File: src/rtl/prefetch_sequencer.sv
// Instruction-prefetch controller: issues single-dword code reads while the
// prefetch FIFO has room, writes length-tagged dwords into the FIFO and posts
// limit / page-fault markers when fetching has to stop.
module prefetch_sequencer #(
    parameter int unsigned USED_MAX = 14
) (
    input  logic        clk,
    input  logic        rst_n,

    input  logic        pr_reset,
    input  logic [31:0] pr_address,
    input  logic [31:0] pr_limit,

    input  logic [4:0]  prefetchfifo_used,

    output logic        req_do,
    output logic [31:0] req_address,
    input  logic        resp_done,
    input  logic [31:0] resp_data,
    input  logic        resp_pf_fault,

    output logic        prefetchfifo_write_do,
    output logic [35:0] prefetchfifo_write_data,
    output logic        prefetchfifo_signal_limit_do,
    output logic        prefetchfifo_signal_pf_do
);

    typedef enum logic [1:0] {
        HALT  = 2'd0,
        IDLE  = 2'd1,
        BUSY  = 2'd2,
        DRAIN = 2'd3
    } state_t;

    state_t      state, state_n;
    logic [31:0] addr, addr_n;
    logic [31:0] remain, remain_n;
    logic [31:0] req_address_q, req_address_n;

    logic        write_q, write_n;
    logic        limit_q, limit_n;
    logic        pf_q, pf_n;
    logic [35:0] wdata_q, wdata_n;

    logic        room;
    logic [1:0]  off;
    logic [3:0]  avail;
    logic [3:0]  len;
    logic [31:0] shifted;
    logic [31:0] masked;

    assign room  = {27'd0, prefetchfifo_used} < USED_MAX;
    assign off   = addr[1:0];
    assign avail = 4'd4 - {2'b00, off};

    // Bytes delivered by this response: up to the dword end, clipped by the budget.
    always_comb begin
        if (remain < {28'd0, avail}) begin
            len = remain[3:0];
        end else begin
            len = avail;
        end
        shifted = resp_data >> {off, 3'b000};
        masked  = shifted;
        for (int unsigned i = 0; i < 4; i++) begin
            if (i >= 32'(len)) begin
                masked[8*i +: 8] = '0;
            end
        end
    end

    // Next-state and next-register logic; pr_reset overrides every state.
    always_comb begin
        state_n       = state;
        addr_n        = addr;
        remain_n      = remain;
        req_address_n = req_address_q;
        write_n       = 1'b0;
        limit_n       = 1'b0;
        pf_n          = 1'b0;
        wdata_n       = wdata_q;

        if (pr_reset) begin
            addr_n   = pr_address;
            remain_n = pr_limit;
            // A read still on the bus must be waited out so its data is dropped.
            if ((state == BUSY || state == DRAIN) && !resp_done) begin
                state_n = DRAIN;
            end else begin
                state_n = IDLE;
            end
        end else begin
            case (state)
                HALT: begin
                    state_n = HALT;
                end
                IDLE: begin
                    if (room) begin
                        if (remain == '0) begin
                            limit_n = 1'b1;
                            state_n = HALT;
                        end else begin
                            req_address_n = {addr[31:2], 2'b00};
                            state_n       = BUSY;
                        end
                    end
                end
                BUSY: begin
                    if (resp_done) begin
                        if (resp_pf_fault) begin
                            pf_n    = 1'b1;
                            state_n = HALT;
                        end else begin
                            write_n  = 1'b1;
                            wdata_n  = {len, masked};
                            addr_n   = addr + {28'd0, len};
                            remain_n = remain - {28'd0, len};
                            state_n  = IDLE;
                        end
                    end
                end
                DRAIN: begin
                    if (resp_done) begin
                        state_n = IDLE;
                    end
                end
                default: begin
                    state_n = HALT;
                end
            endcase
        end
    end

    // State, fetch pointer and registered FIFO strobe stage.
    always_ff @(posedge clk or negedge rst_n) begin
        if (!rst_n) begin
            state         <= HALT;
            addr          <= '0;
            remain        <= '0;
            req_address_q <= '0;
            write_q       <= 1'b0;
            limit_q       <= 1'b0;
            pf_q          <= 1'b0;
            wdata_q       <= '0;
        end else begin
            state         <= state_n;
            addr          <= addr_n;
            remain        <= remain_n;
            req_address_q <= req_address_n;
            write_q       <= write_n;
            limit_q       <= limit_n;
            pf_q          <= pf_n;
            wdata_q       <= wdata_n;
        end
    end

    assign req_do                       = (state == BUSY);
    assign req_address                  = req_address_q;
    assign prefetchfifo_write_data      = wdata_q;
    // Strobes are masked while the FIFO is being cleared by pr_reset.
    assign prefetchfifo_write_do        = write_q & ~pr_reset;
    assign prefetchfifo_signal_limit_do = limit_q & ~pr_reset;
    assign prefetchfifo_signal_pf_do    = pf_q    & ~pr_reset;

endmodule

File: config.mk
export PLATFORM = sky130hd
export DESIGN_NAME = prefetch_sequencer
export DESIGN_NICKNAME = d
export VERILOG_FILES = /design/src/rtl/prefetch_sequencer.sv
export SDC_FILE = /design/constraint.sdc
export NUM_CORES = 1
export LEC_CHECK = 0
export CORE_MARGIN = 8
export CORE_UTILIZATION = 45
export CTS_CLUSTER_DIAMETER = 200
export CTS_CLUSTER_SIZE = 25
export DETAILED_ROUTE_END_ITERATION = 8
export PLACE_DENSITY_LB_ADDON = 0.2
export SKIP_CTS_REPAIR_TIMING = 1
export SYNTH_ARGS = -nofsm -noshare
export SYNTH_HDL_FRONTEND = slang
export SYNTH_SLANG_ARGS = --single-unit
export TNS_END_PERCENT = 50
File: constraint.sdc
create_clock -name clk -period 4.51 [get_ports clk]
set_clock_uncertainty 0.2 [all_clocks]
set_input_delay 0.902 -clock clk [delete_from_list [all_inputs] [get_ports clk]]
set_output_delay 0.902 -clock clk [all_outputs]
set_load 0.005 [all_outputs]
# Yosys cells after proc, flatten, opt, wreduce, memory -nomap -nowiden
# Cells that the tools add are included.
# op_classes
n_addsub	3
order_cmp	6
eq_ne	7
shift	1
n_mux	33
bitwise_logic	6
reduce_logical	11
# op_table
op	count
$mux 32	8
$add 32x4->32	1
$logic_not 32->1	1
$lt 32x4->1	1
$mux 8	4
$shr 32x5->32	1
$sub 32x4->32	1
$mux 1	13
$mux 2	6
$ge 1x4->1 const A	2
$ge 2x4->1 const A	2
$pmux 2 s4	1
$reduce_and 4->1	2
$ne 3x3->1 const B	2
$reduce_and 3->1	2
$lt 5x4->1 const B	1
$eq 2x2->1 const B	2
$mux 4	1
$reduce_bool 2->1	2
$sub 3x2->4 const A	1
$and 1x1->1	3
$ne 3x2->1 const B	1
$not 1->1	3
$eq 2x1->1 const B	1
other kinds (5)	5
# totals
register_bits	135
output_inout_bits	72

# Depth between registers and ports, before layout
# depth
ltp_word	8
depth_mapped	17
depth_no_buf	15

# Worst setup path before layout
# No wires, ideal clock.
# synth_path
path_kind	register to register
start	register addr[1]
end	register addr[26]
setup_ns	0.069
arrival_time_ns	4.002
required_time_ns	4.241
path_slack_ns	0.239
path_stages_with_launch	18
path_cell_list	dfrtp_1 clkinv_1 ha_1 inv_1 ha_1 o21ai_0 o21bai_1 nor4b_2 buf_4 mux2i_1 buf_6 inv_1 ha_1 a21o_1 a21oi_1 nor4_2 a311o_1 nand3_1
# synth_between
elab_chain_len	8
# synth_lines
element	line	source
from (decl)	36	logic [31:0] addr, addr_n;
from (signal assigned)	147	addr <= addr_n;
$sub 3x2->4 *	54	assign avail = 4'd4 - {2'b00, off};
$lt 32x4->1	58	if (remain < {28'd0, avail}) begin
$mux 4 *	58	
via len[2]	48	logic [3:0] len;
$add 32x4->32 *	116	addr_n = addr + {28'd0, len};
$mux 32 *	110	if (resp_pf_fault) begin
$mux 32 *	109	if (resp_done) begin
$mux 32 *	93	case (state)
$mux 32 *	83	if (pr_reset) begin
# Mark *: on every way through the listed nets, which the timed path passes. The rest lies on a longest branch. The select of a mux whose other input is x is not followed.
# A chain may end at the register's enable or synchronous reset.

# Worst setup path after layout
# layout_path
start	register remain[26]
end	register addr[18]
# layout_between
elab_chain_len	7
# layout_lines
element	line	source
from (decl)	37	logic [31:0] remain, remain_n;
from (signal assigned)	148	remain <= remain_n;
$lt 32x4->1	58	
$mux 4	58	
via len[2]	48	
$add 32x4->32	116	
$mux 32	110	
$mux 32	109	
$mux 32	93	
$mux 32	83	
# The timed path passes the listed nets, and every way through them passes these cells. The select of a mux whose other input is x is not followed.

==> impl_results.md <==
- Status: finished clean
- Initial core utilization: a little under half
- GR Layer Usage met3: 5.81%
- Top-count cell post-synth: dfrtp_1
- Max Root-Sink Buffers: 2
- Design Power: between 3 and 4 mW
- EDFF count, synth: 0
- Synth cell types: 61
- CP max FO: 8
- Worst-Margin Slew: 1080 ps
- Nature of the critical path endpoint: register
- Port bufs: about 170
- Area grow syn2layout: 35.1%
- Top FF cell, synth: dfrtp_1
- Die height: 143 um
- Via count: ~6,500
- First-iteration detailed-routing DRC count: 324
- Wirelength per Cell: 17.6 um
- Total negative setup slack: 0 ps
- Busiest grt layer: met2
- Site row count: 46
- Largest net degree at the start of global routing: 97
- Residual DRC count: 0
- Fmax: 0.239 GHz
- Final period utilization: 92.6%
- DIE AREA: between 0.02 and 0.025 sq mm
- Initial antenna violation count: 1
- IO Count: 178
- Max cap viols: 0
- Clock slew at reported path FFs: around 60 ps
- Ant diodes: 0
- Synth top cells by count: 135 x dfrtp_1, 114 x nand2_1, 65 x o21ai_0
- Leading area contributor after synthesis: dfrtp_1
- Met2 Resource Use GR: 32.9%
- H-tree Lvls: 4
- Slew Limit Fails: 0
- Core Area: 0.0159 sq mm
- Worst reg-to-reg path cell count: 14
- Number of global-route vias before repair: about 6,500
- Total Wirelength: 20.7 mm
- Avg Inst Size Synth: 9.50 sq um
- Worst vdd ir: roughly 0.28 mV
- Insertion delay to the later sink of the worst-skew pair: 410 ps
- Minimum clock period: 4180 ps
- Synth async-reset ratio: 100%
- Cts bufs inserted: 17
- Overall Global Routing Usage: 20.7%
- Post-Synthesis Cell Area: roughly 0.0073 sq mm
- Mapped Cells: 770
- Width of the die: roughly 140 um
- CTS Root Cell: clkbuf_16
- Min-Delay Path Class: reg2reg
- Global-route wire length before repair: ~33 mm
- Yosys warns: 0
- P_leak: 4.02 nW
- Total grt overflow: 0
- Post-synth top area share: about 46%
- Top cells by area, synth: dfrtp_1 46%, nand2_1 5.9%, mux2_2 4.9%
- Final hold violations: 0
- Arr. time, crit path: 4250 ps
- Final setup viols: 0
- Antenna-violating nets left: 0
- First-pass DRT Iterations: 4
- Kind of critical path: reg2reg
- Post-layout nets: 1,065
- CTS tree: built
- RePlAce Congestion: 0.848
- GR Util met1: 26.0%
- Unrepaired setup endpoints after global routing: false
- Via/cell ratio: between 5 and 6
- CP startpoint kind: register
- Hold Path Cell Cnt: 2
- Worst EP required: 4580 ps
- Total clock sinks: 135
- Post-DP HPWL: around 15 mm
- Slew headroom: between 20% and 30%
- Register bit total from synthesis: between 100 and 150
- Seq/Total Area, Yosys: a little under half
- PwrDens: 387 mW/mm^2
- Share of cells above drive strength 1: between 10% and 20%
[metal layers]
metal / share of wire [%] / up-vias
li1: - / 3114
met1: 44 / 3097
met2: 46 / 206
met3: 7.5 / 38
met4: 2.6 / 2
met5: 0.044 / -
[cell usage in the layout (no fill, tap or decap), drive strengths merged, types with 4 or more instances in the layout]
cell type and instances:
a21oi 17, nor2 50, ha 10, and3 10
clkbuf 24, a21o 5, and4 4, or3 8
mux2 34, nor4 12, or4 14, inv 15
nand4 10, buf 25, xor2 16, o31ai 15
clkinv 9, nor2b 11, nor3 16, nand4b 6
nand2 114, or2 4, o211ai 4, xnor2 19
nand3 38, o21ai 73, a31oi 26, dfrtp 135
clkdlybuf4s50 172, mux2i 30
[area by class of cell]
cell class,instances,area (sq um)
clock buffers,24,462
clock inverters,8,75.1
fillers,1403,6010
inverters,18,67.6
multi-input cells,578,3710
flip-flops and latches,135,3380
well taps,216,270
repair buffers,197,1910
[critical path, cell delays in order (launching register included)]
cell and delay [ps]:
dfrtp_1 410, or4_4 570, nor3b_1 320, buf_4 200, nor4b_2 180, buf_4 220
mux2i_1 400, inv_1 90, ha_1 350, a21o_1 150, a21oi_1 110, buf_4 200
nor4b_1 370, xnor2_1 180, o21ai_0 90
[flip-flops by register name, summed over array words and instances (netlist names)]
| signal | count |
|---|---|
| addr | 32 |
| state | 2 |
| limit_q | 1 |
| prefetchfifo_write_data | 36 |
| remain | 32 |
| req_address | 30 |
| write_q | 1 |
| pf_q | 1 |
[cell families (layout without fill, tap and decap cells)]
family,count (synthesis),after routing,share of synthesized area (%)
AND/OR/NAND/NOR,312,312,21.8
AO/OA/AOI/OAI,152,152,12.6
flip-flops,135,135,46.2
multiplexers,64,64,9.50
buffers and inverters,59,247,3.34
XOR/XNOR,35,35,4.19
adder cells (fa/ha/maj),12,12,2.26
other,1,3,0.0513
[final timing paths]
kind | startpoint | end | slack, ps
setup / recovery | remain[26] | addr[18] | 330
hold / removal | prefetchfifo_write_data[9] | prefetchfifo_write_data[9] | 270
setup reg to reg | remain[26] | addr[18] | 330
hold reg to reg | prefetchfifo_write_data[9] | prefetchfifo_write_data[9] | 270
max in group asynchronous | rst_n | remain[11] | 2860
min in group asynchronous | rst_n | prefetchfifo_write_data[25] | 390
[metrics by stage]
stage               setup WS (ps)  utilization (%)  std cells  instance area (sq um)  hold slack (ps)
CTS                           287             62.2       1176                   9880              277
detailed placement            290             58.8       1144                   9340              265
global route                 4.30             62.2       1176                   9880              301
finish                        334             62.2       1176                   9880              273
floorplan                     239                -        772                   7320              273
global placement              323             58.8       1144                   9340              259
[power breakdown]
part           internal [mW]  switching (mW)
logic                  0.575           0.397
registers               1.42           0.150
clock network          0.770           0.507
total                   2.77            1.05
(Power assumes the default switching activity.)
